File: config.mk
export PLATFORM = sky130hd
export DESIGN_NAME = axi4_mm2s_mover
export DESIGN_NICKNAME = d
export VERILOG_FILES = /design/src/rtl/axi4_mm2s_mover.sv
export SDC_FILE = /design/constraint.sdc
export NUM_CORES = 1
export LEC_CHECK = 0
export ABC_AREA = 1
export CORE_MARGIN = 2
export CORE_UTILIZATION = 30
export CTS_BUF_LIST = sky130_fd_sc_hd__clkbuf_4 sky130_fd_sc_hd__clkbuf_8
export DETAILED_ROUTE_END_ITERATION = 10
export SYNTH_ARGS = -nofsm -noshare
export SYNTH_HDL_FRONTEND = slang
export SYNTH_SLANG_ARGS = --single-unit
File: constraint.sdc
create_clock -name clk -period 4.55 [get_ports clk]
set_clock_uncertainty 0.15 [all_clocks]
set_input_delay 0.6825 -clock clk [delete_from_list [all_inputs] [get_ports clk]]
set_output_delay 0.6825 -clock clk [all_outputs]
set_load 0.01 [all_outputs]
File: src/rtl/axi4_mm2s_mover.sv
// Memory-mapped to stream read mover: splits one command into 4 KB-safe AXI4 read
// bursts, forwards read beats straight to an AXI-Stream master, then reports a status byte.
module axi4_mm2s_mover #(
  parameter int unsigned C_M_AXI_ADDR_WIDTH      = 32,
  parameter int unsigned C_S_AXIS_CMD_DATA_WIDTH = 73,
  parameter int unsigned C_MAX_BURST_LEN         = 16
) (
  input  logic                               clk,
  input  logic                               rst_n,
  input  logic                               S_AXIS_CMD_TVALID,
  output logic                               S_AXIS_CMD_TREADY,
  input  logic [C_S_AXIS_CMD_DATA_WIDTH-1:0] S_AXIS_CMD_TDATA,
  output logic                               M_AXIS_STS_TVALID,
  input  logic                               M_AXIS_STS_TREADY,
  output logic [7:0]                         M_AXIS_STS_TDATA,
  output logic [C_M_AXI_ADDR_WIDTH-1:0]      M_AXI_ARADDR,
  output logic [7:0]                         M_AXI_ARLEN,
  output logic [2:0]                         M_AXI_ARSIZE,
  output logic [1:0]                         M_AXI_ARBURST,
  output logic                               M_AXI_ARVALID,
  input  logic                               M_AXI_ARREADY,
  input  logic [31:0]                        M_AXI_RDATA,
  input  logic [1:0]                         M_AXI_RRESP,
  input  logic                               M_AXI_RLAST,
  input  logic                               M_AXI_RVALID,
  output logic                               M_AXI_RREADY,
  output logic [31:0]                        M_AXIS_MM2S_TDATA,
  output logic                               M_AXIS_MM2S_TLAST,
  output logic                               M_AXIS_MM2S_TVALID,
  input  logic                               M_AXIS_MM2S_TREADY
);

  localparam int unsigned AW    = C_M_AXI_ADDR_WIDTH;
  localparam int unsigned REM_W = 21;
  localparam int unsigned LEN_W = 9;

  typedef enum logic [1:0] {IDLE, ADDR, DATA, STS} state_t;

  state_t           state;
  logic             cmd_ready;
  logic             arvalid;
  logic [AW-1:0]    araddr;
  logic [7:0]       arlen;
  logic             sts_valid;
  logic [7:0]       sts_data;
  logic [AW-1:0]    addr;
  logic [REM_W-1:0] rem;
  logic             eof;
  logic [3:0]       tag;
  logic             slverr;
  logic             decerr;

  // Beats in the next burst: limited by what is left, the burst cap and the 4 KB page end.
  function automatic logic [LEN_W-1:0] burst_len(input logic [11:0] off,
                                                 input logic [REM_W-1:0] r);
    logic [REM_W-1:0] n;
    logic [REM_W-1:0] page;
    page = REM_W'((13'd4096 - {1'b0, off}) >> 2);
    n    = r;
    if (n > REM_W'(C_MAX_BURST_LEN)) n = REM_W'(C_MAX_BURST_LEN);
    if (n > page) n = page;
    return LEN_W'(n);
  endfunction

  logic [31:0]      cmd_addr;
  logic [22:0]      cmd_btt;
  logic             cmd_eof;
  logic [3:0]       cmd_tag;
  logic             cmd_invalid;
  logic             cmd_hs;
  logic [LEN_W-1:0] first_len;
  logic [LEN_W-1:0] next_len;
  logic [LEN_W-1:0] cur_len;
  logic             in_data;
  logic             beat;
  logic             slv_n;
  logic             dec_n;
  logic             unused_cmd;

  assign cmd_addr    = S_AXIS_CMD_TDATA[63:32];
  assign cmd_btt     = S_AXIS_CMD_TDATA[22:0];
  assign cmd_eof     = S_AXIS_CMD_TDATA[30];
  assign cmd_tag     = S_AXIS_CMD_TDATA[67:64];
  assign unused_cmd  = ^{S_AXIS_CMD_TDATA[C_S_AXIS_CMD_DATA_WIDTH-1:68],
                         S_AXIS_CMD_TDATA[31], S_AXIS_CMD_TDATA[29:23]};
  assign cmd_invalid = (cmd_btt == 23'd0) || (cmd_btt[1:0] != 2'b00) || (cmd_addr[1:0] != 2'b00);
  assign cmd_hs      = cmd_ready && S_AXIS_CMD_TVALID;
  assign first_len   = burst_len(cmd_addr[11:0], cmd_btt[22:2]);
  assign next_len    = burst_len(addr[11:0], rem);
  assign cur_len     = LEN_W'(arlen) + LEN_W'(1);

  assign in_data = (state == DATA);
  assign beat    = in_data && M_AXI_RVALID && M_AXIS_MM2S_TREADY;
  assign slv_n   = slverr || (beat && (M_AXI_RRESP == 2'b10));
  assign dec_n   = decerr || (beat && (M_AXI_RRESP == 2'b11));

  // Zero-latency read-data pass-through, gated so nothing leaks outside DATA or in reset.
  assign M_AXIS_MM2S_TDATA  = M_AXI_RDATA;
  assign M_AXIS_MM2S_TVALID = in_data && M_AXI_RVALID;
  assign M_AXI_RREADY       = in_data && M_AXIS_MM2S_TREADY;
  assign M_AXIS_MM2S_TLAST  = in_data && M_AXI_RLAST && (rem == '0) && eof;

  assign S_AXIS_CMD_TREADY = cmd_ready;
  assign M_AXIS_STS_TVALID = sts_valid;
  assign M_AXIS_STS_TDATA  = sts_data;
  assign M_AXI_ARADDR      = araddr;
  assign M_AXI_ARLEN       = arlen;
  assign M_AXI_ARVALID     = arvalid;
  assign M_AXI_ARSIZE      = 3'b010;
  assign M_AXI_ARBURST     = 2'b01;

  // Command / burst / status sequencer.
  always_ff @(posedge clk or negedge rst_n) begin
    if (!rst_n) begin
      state     <= IDLE;
      cmd_ready <= 1'b0;
      arvalid   <= 1'b0;
      araddr    <= '0;
      arlen     <= '0;
      sts_valid <= 1'b0;
      sts_data  <= '0;
      addr      <= '0;
      rem       <= '0;
      eof       <= 1'b0;
      tag       <= '0;
      slverr    <= 1'b0;
      decerr    <= 1'b0;
    end else begin
      case (state)
        IDLE: begin
          if (cmd_hs) begin
            cmd_ready <= 1'b0;
            addr      <= AW'(cmd_addr);
            rem       <= cmd_btt[22:2];
            eof       <= cmd_eof;
            tag       <= cmd_tag;
            slverr    <= 1'b0;
            decerr    <= 1'b0;
            if (cmd_invalid) begin
              sts_valid <= 1'b1;
              sts_data  <= {4'b0001, cmd_tag};
              state     <= STS;
            end else begin
              araddr  <= AW'(cmd_addr);
              arlen   <= 8'(first_len - LEN_W'(1));
              arvalid <= 1'b1;
              state   <= ADDR;
            end
          end else begin
            cmd_ready <= 1'b1;
          end
        end
        ADDR: begin
          if (M_AXI_ARREADY) begin
            arvalid <= 1'b0;
            addr    <= addr + AW'({cur_len, 2'b00});
            rem     <= rem - REM_W'(cur_len);
            state   <= DATA;
          end
        end
        DATA: begin
          slverr <= slv_n;
          decerr <= dec_n;
          if (beat && M_AXI_RLAST) begin
            if (rem == '0) begin
              sts_valid <= 1'b1;
              sts_data  <= {~(slv_n | dec_n), slv_n, dec_n, 1'b0, tag};
              state     <= STS;
            end else begin
              araddr  <= addr;
              arlen   <= 8'(next_len - LEN_W'(1));
              arvalid <= 1'b1;
              state   <= ADDR;
            end
          end
        end
        STS: begin
          if (M_AXIS_STS_TREADY) begin
            sts_valid <= 1'b0;
            state     <= IDLE;
          end
        end
        default: state <= IDLE;
      endcase
    end
  end

endmodule

==> results of run 1 <==
[cell usage after synthesis, types with 3 or more instances]
library cell and instances:
nand4_1 20, nor2_2 13, buf_6 8, o21ai_1 18, o21ai_0 83, or2_2 4, xor2_1 24, nand2_1 350
dfrtp_1 113, nor2_4 10, a21oi_1 41, a31oi_2 7, o211ai_1 19, nand3_1 83, a31oi_1 29, clkbuf_1 21
nor4_1 4, buf_2 10, ha_1 42, a21oi_2 4, o22ai_1 12, nand2_2 10, a21o_1 3, inv_1 135
buf_4 38, xnor2_1 4, nor2_1 144, nand3_2 4, inv_2 7, nor3_1 14
[routing by layer]
metal,vias up,global-route usage (%),routed length [microns]
met4,0,5.957,536
li1,4398,-,-
met5,-,0,0
met3,31,2.857,1340
met1,3959,25.43,13400
met2,223,26.95,11670
[flip-flops by register name, indices dropped and copies added (netlist names), 2 cells and up]
register,cells
state,2
rem,21
M_AXIS_STS_TDATA,8
addr,32
M_AXI_ARADDR,32
M_AXI_ARLEN,8
tag,4
[through the flow]
step / util (%) / hold WS (ns) / cells / total power [W] / setup slack [ns]
5_1_grt: 36.72 / 0.1034 / 1799 / 0.008492 / 0.2453
3_5_place_dp: 35.08 / 0.3210 / 1767 / 0.006559 / 0.2346
2_1_floorplan: - / 0.2369 / 1317 / 0.005167 / 1.141
3_3_place_gp: 35.08 / 0.3136 / 1767 / 0.006474 / 0.2765
6_report: 36.72 / 0.06968 / 1799 / 0.007757 / 0.7196
4_1_cts: 36.72 / 0.07027 / 1799 / 0.007783 / 0.7021
[critical path, stage by stage]
cell             delay (ns)
clkdlybuf4s50_1        0.47
nor2_4                 0.26
nand3_1                0.17
nor3_2                 0.21
nand2_1                0.10
nor3_1                 0.26
xor2_1                 0.19
ha_1                   0.14
nand2_1                0.07
nor3_1                 0.18
nand2_1                0.07
nand2_1                0.10
nand2_2                0.12
inv_2                  0.06
nand2_1                0.04
nand2_1                0.07
nand2_1                0.05
nand2_1                0.16
inv_1                  0.07
ha_1                   0.21
nand2_1                0.13
nor2_1                 0.07
nor2_1                 0.08
a21oi_1                0.07
[where the power goes]
part / internal (W) / switching, W
clock: 0.000745 / 0.000448
sequential: 0.00151 / 0.000498
combinational: 0.00177 / 0.00279
total: 0.00402 / 0.00374
[kinds of logic (layout without fill, tap and decap cells)]
family                   after synthesis  count (layout)  synth area share [%]
XOR/XNOR                              28              28                 2.741
other                                  2              17               0.08395
flip-flops                           113             113                 31.61
AND/OR/NAND/NOR                      668             668                 32.57
adder cells (fa/ha/maj)               44              44                 6.322
AO/OA/AOI/OAI                        226             226                 14.96
buffers and inverters                221             313                 11.71
[final cells by class]
| cell class | count | share of cell area [%] |
|---|---|---|
| Clock buffer | 21 | 2.554 |
| Clock inverter | 11 | 1.919 |
| Inverter | 143 | 4.981 |
| Multi-Input combinational cell | 983 | 47.41 |
| Sequential cell | 113 | 26.12 |
| Tap cell | 390 | 4.508 |
| Timing Repair Buffer | 138 | 12.51 |
[cell usage in the layout (no fill, tap or decap), types with 3 or more instances in the layout]
| cell type | n |
|---|---|
| buf_4 | 15 |
| nor3_1 | 14 |
| o211ai_1 | 19 |
| or2_2 | 4 |
| a31oi_2 | 7 |
| nand4_1 | 20 |
| bufinv_16 | 6 |
| nor2_4 | 11 |
| clkinv_2 | 4 |
| inv_2 | 8 |
| nand2_1 | 350 |
| xor2_1 | 24 |
| o21ai_1 | 18 |
| nand3_2 | 4 |
| o22ai_1 | 12 |
| a21o_1 | 3 |
| nand2_2 | 10 |
| nand3_1 | 83 |
| a31oi_1 | 29 |
| inv_1 | 134 |
| dfrtp_1 | 113 |
| a21oi_2 | 4 |
| a21oi_1 | 41 |
| clkdlybuf4s50_1 | 122 |
| o21ai_0 | 83 |
| nor4_1 | 4 |
| nor2_2 | 12 |
| xnor2_1 | 4 |
| conb_1 | 17 |
| clkbuf_8 | 19 |
| ha_1 | 42 |
| nor2_1 | 144 |
[how the worst max path moves through the flow]
stage                                  to  slack (ns)  depth (start not counted)
2_1_floorplan  M_AXI_ARLEN[2]$_DFFE_PN0P_        1.14                         21
3_3_place_gp   M_AXI_ARLEN[4]$_DFFE_PN0P_        0.28                         24
3_5_place_dp   M_AXI_ARLEN[4]$_DFFE_PN0P_        0.23                         24
4_1_cts        M_AXI_ARLEN[4]$_DFFE_PN0P_        0.70                         24
5_1_grt        M_AXI_ARLEN[6]$_DFFE_PN0P_        0.25                         23
6_report       M_AXI_ARLEN[4]$_DFFE_PN0P_        0.72                         24
==> metrics.md, run 1 <==
| Metric | Value |
|---|---|
| Initial antenna violation count | `0` |
| First-pass GRT wire length | `43.51 mm` |
| F_max | `0.2611 GHz` |
| R2r endpoint | `M_AXI_ARLEN[6]$_DFFE_PN0P_` |
| Post-route cell area | `10830 sq um` |
| Multi-input gate area | `5132 sq um` |
| Status | `finished, final reports clean` |
| Slew at the pin with the worst max-slew slack | `0.9371 ns` |
| Max Cap Violations | `0` |
| PortBufs | `about 120` |
| Critical Path Start Type | `input port` |
| Worst Path Arrival | `4.03 ns` |
| Max-slew violation count | `0` |
| Vias per inst | `roughly 4.8` |
| Post-synth top area share | `31.61%` |
| Area grow syn2layout | `21.01%` |
| CTS Buf Count | `17` |
| # fillers | `3135` |
| Number of flops mapped to enable cells by yosys | `0` |
| Die height | `176.7 microns` |
| Max FO, Critical Path | `8` |
| VDD IR max | `0.0003309 V` |
| Reg2reg start | `addr[0]$_DFFE_PN0P_` |
| H-tree levels | `4` |
| Rel. slew slack | `37.44%` |
| Mapped Area | `approximately 8900 sq um` |
| Final WL | `26.94 mm` |
| Setup violators final | `0` |
| ANT cells | `0` |
| Tmin final | `3.830 ns` |
| Starting Density | `30.35%` |
| Setup_tns | `0 ns` |
| Routed vias | `roughly 8.6k` |
| Synth warn | `0` |
| I/O pins | `just over 200` |
| Synth Instances | `about 1.3k` |
| Nets@finish | `between 1.5k and 2k` |
| Setup bufs post-CTS | `0` |
| Syn Area/Cell | `approximately 6.9 sq um` |
| ANT nets after route | `0` |
| Clock sinks | `~110` |
| Clock Tree Root | `clkbuf_8` |
| Cts hold-fix bufs | `0` |
| Share of layout cells above drive strength 1 | `about 8.1%` |
| Tcrit/Tclk final | `around 84%` |
| Yosys top cell by area | `dfrtp_1` |
| Rows | `63` |
| Worst Setup End Kind | `register` |
| Die width | `176.7 microns` |
| Sequential element share of the synthesized area | `a little under a third` |
| DRC | `0` |
| Total die area | `31220 sq um` |
| Gr ovfl total | `0` |
| Distinct cell type count after synthesis | `50` |
| Tot GR Track Use | `17.71%` |
| Power per cell area | `716.5 nW/um^2` |
| Initial DRC Count | `629` |
| Largest net degree at the start of global routing | `67` |
| GP Congestion | `approximately 0.9` |
| WP data required | `4.75 ns` |
| FF+latch count, synth | `113` |
| CP Class | `input port to register` |
| Sequential cell area | `2828 sq um` |
| CP startpoint | `S_AXIS_CMD_TDATA[32]` |
| CTS Buffer Depth | `2` |
| Share of async-settable or async-resettable flops after synthesis | `100.0%` |
| Hold Vio Cnt, Final | `0` |
| CORE AREA | `29480 sq um` |
| Post-cts resize count | `0` |
| Post-synth top flop | `dfrtp_1` |
| CTS clk-pin slew, worst paths | `0.08 ns` |
| Pre-antenna DRT Iters | `5` |
| DP HPWL | `20.52 mm` |
| P_leak | `5.013 nW` |
| Placed cell areas | `10340 sq um` |
| CTS tree | `done` |
| FF-to-FF path depth | `22` |
| RSZ-0062 raised after global routing | `no` |
| Synth top area cells | `dfrtp_1 (32%), nand2_1 (15%), nor2_1 (6.0%)` |
| Vias in the first global route | `8315` |
| Routed WL per cell | `approximately 15 microns` |
| Worst skew pair latency | `0.46 ns` |
| Worst Hold Class | `input port to asynchronous set/reset pin` |
| Reg2Reg Setup Slack | `0.91 ns` |
(Power assumes the default switching activity.)
==> run 2, diff against run 1 <==
==> constraint.sdc (replaced) <==
create_clock -name clk -period 3.45 [get_ports clk]
set_clock_uncertainty 0.15 [all_clocks]
set_input_delay 0.5175 -clock clk [delete_from_list [all_inputs] [get_ports clk]]
set_output_delay 0.5175 -clock clk [all_outputs]
set_load 0.01 [all_outputs]
==> run 2 against run 1 <==
Setup slack got worse by 0.56 ns. Clock-buffer cell count rose by 1. Worst hold slack better by 0.27 ns. Sequential power is 32% higher. Register-to-register slack got worse by 0.69 ns. Via count rose by 4.4%. First-iteration DRC count rose by 1.7%. Non-clock buffer count rose by 75. Combinational power up 40%. Total power grew 32%.
==> metrics.md, run 2 (same netlist as run 1, synthesis figures left out) <==
| Metric | Value |
|---|---|
| Tot GR Track Use | `approximately 18%` |
| Power per cell area | `~890 nW/um^2` |
| Share of layout cells above drive strength 1 | `14.93%` |
| Sequential cell area | `2831 sq um` |
| Tcrit/Tclk final | `95.28%` |
| Worst skew pair latency | `0.45 ns` |
| Critical Path Start Type | `input port` |
| Clock network fraction of design power | `12.3%` |
| Starting Density | `30.35%` |
| ANT nets after route | `0` |
| Setup violators final | `0` |
| Combinational share of power | `61.9%` |
| Top cell by count, worst path | `nand2_1` |
| Worst Path Arrival | `3.51 ns` |
| CTS Buf Count | `17` |
| VDD IR max | `approximately 0.00038 V` |
| CTS Buffer Depth | `2` |
| Hold endpoint | `tag[1]$_DFFE_PN0P_` |
| DP HPWL | `21.35 mm` |
| Initial DRC Count | `640` |
| DRC | `0` |
| P_leak | `5.380 nW` |
| Worst Hold Class | `register to register` |
| Hold path depth | `2` |
| Slew at the pin with the worst max-slew slack | `0.5761 ns` |
| CP Class | `input port to register` |
| FF-to-FF path depth | `18` |
| Switching part of the total | `48.85%` |
| RSZ-0062 raised after global routing | `yes` |
| GP Congestion | `between 0.9 and 1` |
| # fillers | `about 3.2k` |
| Max Cap Violations | `0` |
| Critical-path cell with the highest stage delay | `clkdlybuf4s50_1` |
| Rel. slew slack | `about three fifths` |
| Post-route cell area | `11510 sq um` |
| Multi-input gate area | `between 5000 and 6000 sq um` |
| H-tree levels | `4` |
| Pre-antenna DRT Iters | `5` |
| R2r endpoint | `addr[29]$_DFFE_PN0P_` |
| First-pass GRT wire length | `45.41 mm` |
| Net Sw Power | `0.005016 W` |
| Status | `finished, final reports clean` |
| Max-slew violation count | `0` |
| CTS tree | `done` |
| Max stage delay on crit path | `~0.43 ns` |
| Worst Setup End Kind | `register` |
| Rows | `63` |
| Hold Vio Cnt, Final | `0` |
| Final WL | `27.90 mm` |
| ANT cells | `0` |
| Largest net degree at the start of global routing | `80` |
| Max FO, Critical Path | `6` |
| Initial antenna violation count | `0` |
| CORE AREA | `29480 sq um` |
| Leading cell type in the layout, fill and taps excluded | `nand2_1` |
| Reg2reg start | `M_AXI_ARLEN[1]$_DFFE_PN0P_` |
| Tmin final | `3.287 ns` |
| Seq pwr share | `about a quarter` |
| Gr ovfl total | `0` |
| Min Hold Slack | `0.3383 ns` |
| Die height | `176.7 microns` |
| Vias in the first global route | `a little under 9k` |
| Clock Tree Root | `clkbuf_8` |
| Nets@finish | `1630` |
| Placed cell areas | `roughly 11000 sq um` |
| CTS clk-pin slew, worst paths | `about 0.080 ns` |
| I/O pins | `206` |
| Final Util | `39.03%` |
| Clock sinks | `between 100 and 150` |
| F_max | `0.3042 GHz` |
| Vias per inst | `4.808` |
| Most frequent cells in the layout | `nand2_1 (343), nor2_1 (134), inv_1 (133)` |
| Total die area | `31220 sq um` |
| Routed WL per cell | `14.92 microns` |
| Internal power | `about 0.0053 W` |
| PortBufs | `123` |
| Area grow syn2layout | `28.61%` |
| Cells along the critical path | `clkdlybuf4s50_1, nor2_2, nand3_2, nor3_4, nand2_2, nor2_2, xor2_1, ha_1, nand2_1, nor3_2, nand2_1, nand2_1, nand2_2, inv_2, nand2_1, nand2_1, nand2_1, nand2_2, inv_2, ha_4, or2_1, a31oi_2` |
| Routed vias | `between 8k and 9k` |
| Hold_sp | `tag[1]$_DFFE_PN0P_` |
| Die width | `176.7 microns` |
| Reg2Reg Setup Slack | `0.22 ns` |
| WP data required | `roughly 3.7 ns` |
[run 2: changes by cell type in the layout (fill, tap and decap cells not counted), sizes merged]
cell | previous run | this run
buf | 16 | 90
bufinv | 6 | 2
clkdlybuf4s50 | 122 | 120
dlymetal6s2s | 0 | 2
clkbuf | 21 | 22
clkinv | 4 | 3
dlygate4sd3 | 0 | 1
[run 2: final cells by class]
class	count	area share, %
clock buffer	22	2.577
clock inverter	6	0.7177
inverter	143	4.687
multi-input combinational	983	46.23
sequential	113	24.61
tap	390	4.241
timing repair buffer	213	16.94
[run 2: metal layers]
layer,wire length [microns],share of wire (%),GRT usage (%),vias to the layer above
met4,351,1.3,4.890,0
met3,1429,5.1,2.749,22
li1,-,-,-,4567
met1,13700,49,26.23,4193
met5,0,0,0,-
met2,12430,45,28.87,209
[run 2: worst max-delay path, delay by kind of cell]
family / cells / cell delay [ns]
simple gates: 15 / 1.84
xor+xnor: 1 / 0.17
compound gates: 1 / 0.12
fa+ha+maj: 2 / 0.32
buf+inv: 3 / 0.54
[run 2: what timing repair did]
action / CTS / global route
setup buffers: 1 / 3
endpoints found under the setup margin: 3 / 21
resized for setup: 1 / 48
pin swaps: 1 / 17
hold buffers: 1 / 0
hold endpoints to repair: 34 / 0
[run 2: stage by stage]
step | std cells | worst slack (ns) | power, W | TNS, ns
4_1_cts | 1867 | 0.01012 | 0.01019 | 0
5_1_grt | 1870 | -0.08341 | 0.01132 | -0.3894
3_3_place_gp | 1837 | -0.4347 | 0.008759 | -2.786
3_5_place_dp | 1837 | -0.5538 | 0.008869 | -3.521
2_1_floorplan | 1317 | 0.2060 | 0.006814 | 0
6_report | 1870 | 0.1629 | 0.01027 | 0
[run 2: how the worst max path moves through the flow]
stage                               startpoint                         end  slack, ns  depth (start not counted)
after floorplan           S_AXIS_CMD_TDATA[36]  M_AXI_ARLEN[2]$_DFFE_PN0P_       0.21                         21
after global placement    S_AXIS_CMD_TDATA[32]  M_AXI_ARLEN[4]$_DFFE_PN0P_      -0.43                         24
after detailed placement  S_AXIS_CMD_TDATA[32]  M_AXI_ARLEN[4]$_DFFE_PN0P_      -0.55                         24
after CTS                 S_AXIS_CMD_TDATA[33]  M_AXI_ARLEN[4]$_DFFE_PN0P_       0.01                         24
after global routing      S_AXIS_CMD_TDATA[37]  M_AXI_ARLEN[3]$_DFFE_PN0P_      -0.08                         22
final                     S_AXIS_CMD_TDATA[37]  M_AXI_ARLEN[2]$_DFFE_PN0P_       0.16                         22
[run 2: power groups by stage]
stage                     clock network [W]  logic, W  registers, W
final                               0.00126   0.00636       0.00265
after global routing                0.00135   0.00722       0.00275
after CTS                           0.00130   0.00626       0.00264
after detailed placement                  0   0.00622       0.00265
after global placement                    0   0.00612       0.00264
after floorplan                           0   0.00419       0.00262
